`config.mk`:
```
export PLATFORM = sky130hd
export DESIGN_NAME = base64_encoder_flat
export DESIGN_NICKNAME = d
export VERILOG_FILES = /design/src/rtl/base64_encoder_if.sv /design/src/rtl/base64_encoder.sv /design/src/flat_wrapper.sv
export SDC_FILE = /design/constraint.sdc
export NUM_CORES = 1
export LEC_CHECK = 0
export CAP_MARGIN = 15
export CELL_PAD_IN_SITES_DETAIL_PLACEMENT = 1
export CELL_PAD_IN_SITES_GLOBAL_PLACEMENT = 2
export CORE_UTILIZATION = 25
export CTS_CLUSTER_DIAMETER = 50
export CTS_CLUSTER_SIZE = 10
export DETAILED_ROUTE_END_ITERATION = 8
export MAX_ROUTING_LAYER = met4
export PLACE_DENSITY = 0.7
export SYNTH_ARGS = -nofsm -noshare
export SYNTH_HDL_FRONTEND = slang
export SYNTH_SLANG_ARGS = --single-unit
export TNS_END_PERCENT = 1
```
`constraint.sdc`:
```
create_clock -name clk -period 2.6 [get_ports clk]
set_input_delay 0.26 -clock clk [delete_from_list [all_inputs] [get_ports clk]]
set_output_delay 0.26 -clock clk [all_outputs]
set_load 0.02 [all_outputs]
```
`src/rtl/base64_encoder_if.sv`:
```
// Pixel-in / character-out handshake bundle for the base64 return-path encoder.
// The encoder takes the slave side; upstream memory and the UART TX take the master side.
interface base64_encoder_if;
    logic [2:0] pixel_data;
    logic       pixel_valid;
    logic       pixel_last;
    logic       pixel_ready;
    logic [7:0] tx_data;
    logic       tx_data_valid;
    logic       tx_data_ready;

    modport slave (
        input  pixel_data,
        input  pixel_valid,
        input  pixel_last,
        input  tx_data_ready,
        output pixel_ready,
        output tx_data,
        output tx_data_valid
    );

    modport master (
        output pixel_data,
        output pixel_valid,
        output pixel_last,
        output tx_data_ready,
        input  pixel_ready,
        input  tx_data,
        input  tx_data_valid
    );
endinterface

```
`src/rtl/base64_encoder.sv`:
```
// Packs pairs of 3-bit pixels into sextets and sends one base64 ASCII character per sextet,
// with optional newline at frame end and every LINE_CHARS characters.
module base64_encoder #(
    parameter int EMIT_NEWLINE = 1,
    parameter int LINE_CHARS   = 0
) (
    input  logic              clk,
    input  logic              rst,
    base64_encoder_if.slave   enc,
    output logic              busy
);

    typedef enum logic [1:0] {
        IDLE_HI   = 2'd0,
        WAIT_LO   = 2'd1,
        SEND_CHAR = 2'd2,
        SEND_NL   = 2'd3
    } state_t;

    localparam logic       EMIT_NL    = (EMIT_NEWLINE != 0);
    localparam logic       LINE_EN    = (LINE_CHARS != 0);
    localparam logic [8:0] LINE_LIMIT = 9'(LINE_CHARS);

    state_t     state_r, state_s;
    logic [5:0] sextet_r, sextet_s;
    logic [7:0] line_cnt_r, line_cnt_s;
    logic       last_r, last_s;
    logic       pixel_ready_r, pixel_ready_s;
    logic       tx_valid_r, tx_valid_s;
    logic [7:0] tx_data_r, tx_data_s;
    logic       busy_r, busy_s;
    logic       pix_xfer_s;
    logic       char_xfer_s;
    logic       line_hit_s;
    logic       need_nl_s;

    function automatic logic [7:0] b64_char(input logic [5:0] v);
        logic [7:0] c;
        if (v <= 6'd25) begin
            c = 8'h41 + {2'b00, v};
        end else if (v <= 6'd51) begin
            c = 8'h61 + ({2'b00, v} - 8'd26);
        end else if (v <= 6'd61) begin
            c = 8'h30 + ({2'b00, v} - 8'd52);
        end else if (v == 6'd62) begin
            c = 8'h2B;
        end else begin
            c = 8'h2F;
        end
        return c;
    endfunction

    assign pix_xfer_s  = enc.pixel_valid && pixel_ready_r;
    assign char_xfer_s = tx_valid_r && enc.tx_data_ready;
    assign line_hit_s  = LINE_EN && (({1'b0, line_cnt_r} + 9'd1) == LINE_LIMIT);
    // A frame ending exactly on a line boundary still yields a single newline.
    assign need_nl_s   = (last_r && EMIT_NL) || line_hit_s;

    // Next-state and datapath updates
    always_comb begin
        state_s    = state_r;
        sextet_s   = sextet_r;
        line_cnt_s = line_cnt_r;
        last_s     = last_r;
        case (state_r)
            IDLE_HI: begin
                if (pix_xfer_s) begin
                    sextet_s = {enc.pixel_data, 3'b000};
                    if (enc.pixel_last) begin
                        last_s  = 1'b1;
                        state_s = SEND_CHAR;
                    end else begin
                        state_s = WAIT_LO;
                    end
                end else begin
                    state_s = IDLE_HI;
                end
            end
            WAIT_LO: begin
                if (pix_xfer_s) begin
                    sextet_s = {sextet_r[5:3], enc.pixel_data};
                    last_s   = enc.pixel_last;
                    state_s  = SEND_CHAR;
                end else begin
                    state_s = WAIT_LO;
                end
            end
            SEND_CHAR: begin
                if (char_xfer_s) begin
                    if (need_nl_s) begin
                        line_cnt_s = line_cnt_r + 8'd1;
                        state_s    = SEND_NL;
                    end else if (last_r) begin
                        line_cnt_s = 8'd0;
                        last_s     = 1'b0;
                        state_s    = IDLE_HI;
                    end else begin
                        line_cnt_s = line_cnt_r + 8'd1;
                        state_s    = IDLE_HI;
                    end
                end else begin
                    state_s = SEND_CHAR;
                end
            end
            SEND_NL: begin
                if (char_xfer_s) begin
                    line_cnt_s = 8'd0;
                    last_s     = 1'b0;
                    state_s    = IDLE_HI;
                end else begin
                    state_s = SEND_NL;
                end
            end
            default: begin
                state_s = IDLE_HI;
            end
        endcase
    end

    // Output values derived from the upcoming state so every output leaves a flop
    always_comb begin
        pixel_ready_s = (state_s == IDLE_HI) || (state_s == WAIT_LO);
        tx_valid_s    = (state_s == SEND_CHAR) || (state_s == SEND_NL);
        busy_s        = (state_s != IDLE_HI);
        if (state_s == SEND_NL) begin
            tx_data_s = 8'h0A;
        end else if (state_s == SEND_CHAR) begin
            tx_data_s = b64_char(sextet_s);
        end else begin
            tx_data_s = 8'h00;
        end
    end

    // State, datapath and output registers
    always_ff @(posedge clk) begin
        if (rst) begin
            state_r       <= IDLE_HI;
            sextet_r      <= 6'd0;
            line_cnt_r    <= 8'd0;
            last_r        <= 1'b0;
            pixel_ready_r <= 1'b0;
            tx_valid_r    <= 1'b0;
            tx_data_r     <= 8'h00;
            busy_r        <= 1'b0;
        end else begin
            state_r       <= state_s;
            sextet_r      <= sextet_s;
            line_cnt_r    <= line_cnt_s;
            last_r        <= last_s;
            pixel_ready_r <= pixel_ready_s;
            tx_valid_r    <= tx_valid_s;
            tx_data_r     <= tx_data_s;
            busy_r        <= busy_s;
        end
    end

    assign enc.pixel_ready   = pixel_ready_r;
    assign enc.tx_data_valid = tx_valid_r;
    assign enc.tx_data       = tx_data_r;
    assign busy              = busy_r;

endmodule

```
`src/flat_wrapper.sv`:
```
// flat-port wrapper written by rule: the top's interface ports become plain ports
module base64_encoder_flat 
#(
    parameter int EMIT_NEWLINE = 1,
    parameter int LINE_CHARS   = 0
)
  (clk, rst, busy, enc_pixel_data, enc_pixel_valid, enc_pixel_last, enc_tx_data_ready, enc_pixel_ready, enc_tx_data, enc_tx_data_valid);
  base64_encoder_if enc_i ();
  input  logic clk;
  input  logic rst;
  output logic busy;
  input wire logic [$bits(enc_i.pixel_data)-1:0] enc_pixel_data;
  input wire logic [$bits(enc_i.pixel_valid)-1:0] enc_pixel_valid;
  input wire logic [$bits(enc_i.pixel_last)-1:0] enc_pixel_last;
  input wire logic [$bits(enc_i.tx_data_ready)-1:0] enc_tx_data_ready;
  output wire logic [$bits(enc_i.pixel_ready)-1:0] enc_pixel_ready;
  output wire logic [$bits(enc_i.tx_data)-1:0] enc_tx_data;
  output wire logic [$bits(enc_i.tx_data_valid)-1:0] enc_tx_data_valid;
  assign enc_i.pixel_data = enc_pixel_data;
  assign enc_i.pixel_valid = enc_pixel_valid;
  assign enc_i.pixel_last = enc_pixel_last;
  assign enc_i.tx_data_ready = enc_tx_data_ready;
  assign enc_pixel_ready = enc_i.pixel_ready;
  assign enc_tx_data = enc_i.tx_data;
  assign enc_tx_data_valid = enc_i.tx_data_valid;
  base64_encoder #(.EMIT_NEWLINE(EMIT_NEWLINE), .LINE_CHARS(LINE_CHARS)) u_core (.clk(clk), .rst(rst), .enc(enc_i), .busy(busy));
endmodule
```
==> out/metrics.yaml <==
sta:
  period_needed_ns: 2.41
  finalCritPeriodShare_pct: 92.8
  fin_skew_ns: 0.00556
  timing.final.ws_setup_ns: 0.187
  drv_slew: 0
  hold_viol: 0
  max_slew_margin_pct: 71.8
  rsz0062_at_grt: "true"
  finalSetupViolCount: 0
  setup-tns-final_ns: 0
  tightest_slew_ns: 0.419
  holdWs_ns: 0.542
  fmaxAchievable_mhz: 414
placed_design:
  dp_cells: 261
  place.gp.congestion: 0.901
  io_buffers: 18
  hpwl_um: 3310
  place_ws_ns: -0.271
die:
  die_w_um: 73.5
  dieArea_mm2: 0.00541
  die_h_um: 73.5
  rows: 25
  ios: 19
  coreArea_mm2: 0.00482
  start_util_pct: 26.5
setup_path:
  arrival_ns: 2.58
  rr_startpoint: "u_core.state_r[0]"
  cp-start-kind: "flip-flop"
  startpoint: "u_core.state_r[0]"
  cp.required_ns: 2.76
  cp-end-kind: "flip-flop"
  worstSetupPathType: "reg -> reg"
  path_max_fanout: 9
routing:
  via_per_inst: 4.91
  wl_per_cell_um: 15.1
  wl_um: 4050
  drt_first_pass_iters: 4
  remaining_drc_errors: 0
  postRouteAntennaNets: 0
  routed-via-count: 1320
  drt_iter0_drc: 62
clock_network:
  htreeDepth: 1
  hold_buffers: 0
  clk_pin_slew_ns: 0.08
  cts_buffers: 3
  root_buffer: "clkbuf_8"
  tritoncts: "done"
  clock_sinks: 20
  clk_latency_ns: 0.27
  clockBufferDepth: 2
logic_synthesis:
  synth_fa_ha_area_share_pct: 7.83
  synth_top_family_by_area: "simple AND/OR/NAND/NOR gates"
  synth_top_cells_by_count: "dfxtp_1, nand2_1, nor2_1"
  yosysSeqAreaShare_pct: 31.3
  yosys.cell_types.count: 45
  syn_area_mm2: 0.00128
  synth-edff-count: 0
  synth_mux_area_share_pct: 11.1
  synthSimpleGateAreaFrac_pct: 21.7
  avgSynthCellArea_um2: 8.52
  yosysTopAreaCellShare_pct: 31.3
  synth_flop_cell: "dfxtp_1"
  yosysTopAreaCell: "dfxtp_1"
  async_flop_share_pct: 0
  syn-num-nets: 166
  ys_top_cells_by_area: "dfxtp_1, ha_1, nand2_1"
  synth-compound-area-share_pct: 19.2
  ys_seq_elements: 20
  synth_warnings: 0
  synth_cells: 150
  synth_xor_area_share_pct: 5.38
global_routing:
  grt_pass1_vias: 1399
  antenna_found_initial: 0
  grt.total_usage_pct: 17.6
  grt-ovfl-total: 0
  grt_max_degree: 13
  grt_first_pass_wirelength_um: 6940
job:
  maxCapViolCount: 0
final_layout:
  antenna_cells: 0
  instances_no_fill: 269
  nNetsFinal: 219
  syn2layout_area_growth_pct: 46.2
  drive_gt1_share_pct: 29.7
min_path:
  min_from: "u_core.last_r"
  hp-class: "reg -> reg"
pwr:
  power_per_cell_area_mw_per_mm2: 459
  vdd_ir_drop_max_mv: 0.180
  power_mw: 0.859
  p_leak_nw: 0.777
outcome:
  status: "complete, no violations"
[critical path, stage by stage (launching register included)]
cell and delay [ns]:
dfxtp_1 0.41, nor4bb_1 0.30, buf_4 0.17, mux2_4 0.33, ha_1 0.26, a21oi_2 0.17
xor2_1 0.13, buf_4 0.15, a211o_1 0.28, o2111a_1 0.11
[timing repair]
action / CTS / global route
endpoints found under the setup margin: 0 / 8
setup buffers: 0 / 4
resized for setup: 0 / 8
[state kept, by name, indices dropped and copies added, names as in the netlist]
name,cells
u_core.state_r,2
u_core.enc.tx_data_valid,1
u_core.enc.tx_data,8
u_core.last_r,1
u_core.busy,1
u_core.sextet_r,6
u_core.enc.pixel_ready,1
[cells by family after synthesis]
kind of cell | after synthesis
multiplexers | 13
flip-flops | 20
XOR/XNOR | 7
buffers and inverters | 8
adder cells (fa/ha/maj) | 8
AND/OR/NAND/NOR | 57
AO/OA/AOI/OAI | 37
[per-layer routing]
metal / global-route usage [%] / part of all wire (%) / vias to the layer above
met2: 29.9 / 51 / 24
met5: - / 0 / -
met1: 21.4 / 45 / 658
met3: 2.88 / 2.9 / 5
li1: - / - / 633
met4: 5.13 / 1.1 / 0
[placed cells by master, fill, tap and decap left out, types with 2 or more instances in the layout]
cell             count
mux2_2               5
nand2_1             20
nand3_1              7
clkdlybuf4s50_1     17
clkbuf_8             3
ha_2                 2
ha_1                 6
nand2b_1             2
buf_4               34
a21boi_1             2
nor2_1              14
xor2_1               3
o21bai_1             2
inv_1                3
dfxtp_1             20
nor2b_1              2
and2_1               2
and3_1               2
a21oi_1              9
a221o_2              2
nand3b_1             2
xnor2_1              3
o21ai_0              8
mux2i_1              6
o21ai_1              2
[through the flow]
stage | util [%] | cell area (µm²)
2_1_floorplan | - | 1280
3_3_place_gp | 36.3 | 1750
3_5_place_dp | 36.3 | 1750
4_1_cts | 37.7 | 1820
5_1_grt | 38.8 | 1870
6_report | 38.8 | 1870
[worst paths after layout]
path	end	slack, ns	cells after the start
min	u_core.last_r	0.54	2
max reg2reg	u_core.enc.tx_data[5]	0.19	9
min reg2reg	u_core.last_r	0.54	2
max	u_core.enc.tx_data[5]	0.19	9
[cell type report]
| class | count | area [µm²] |
|---|---|---|
| clock buffers | 3 | 41.3 |
| clock inverters | 1 | 30.0 |
| fillers | 592 | 2950 |
| inverters | 4 | 17.5 |
| multi-input cells | 122 | 858 |
| flip-flops and latches | 20 | 400 |
| well taps | 67 | 83.8 |
| repair buffers | 52 | 438 |
[report_power, final]
group	internal (mW)	switching (mW)
registers	0.321	0.0116
clock network	0.206	0.113
logic	0.104	0.103
total	0.631	0.227
Note: power is estimated with default switching activity, not from simulation.
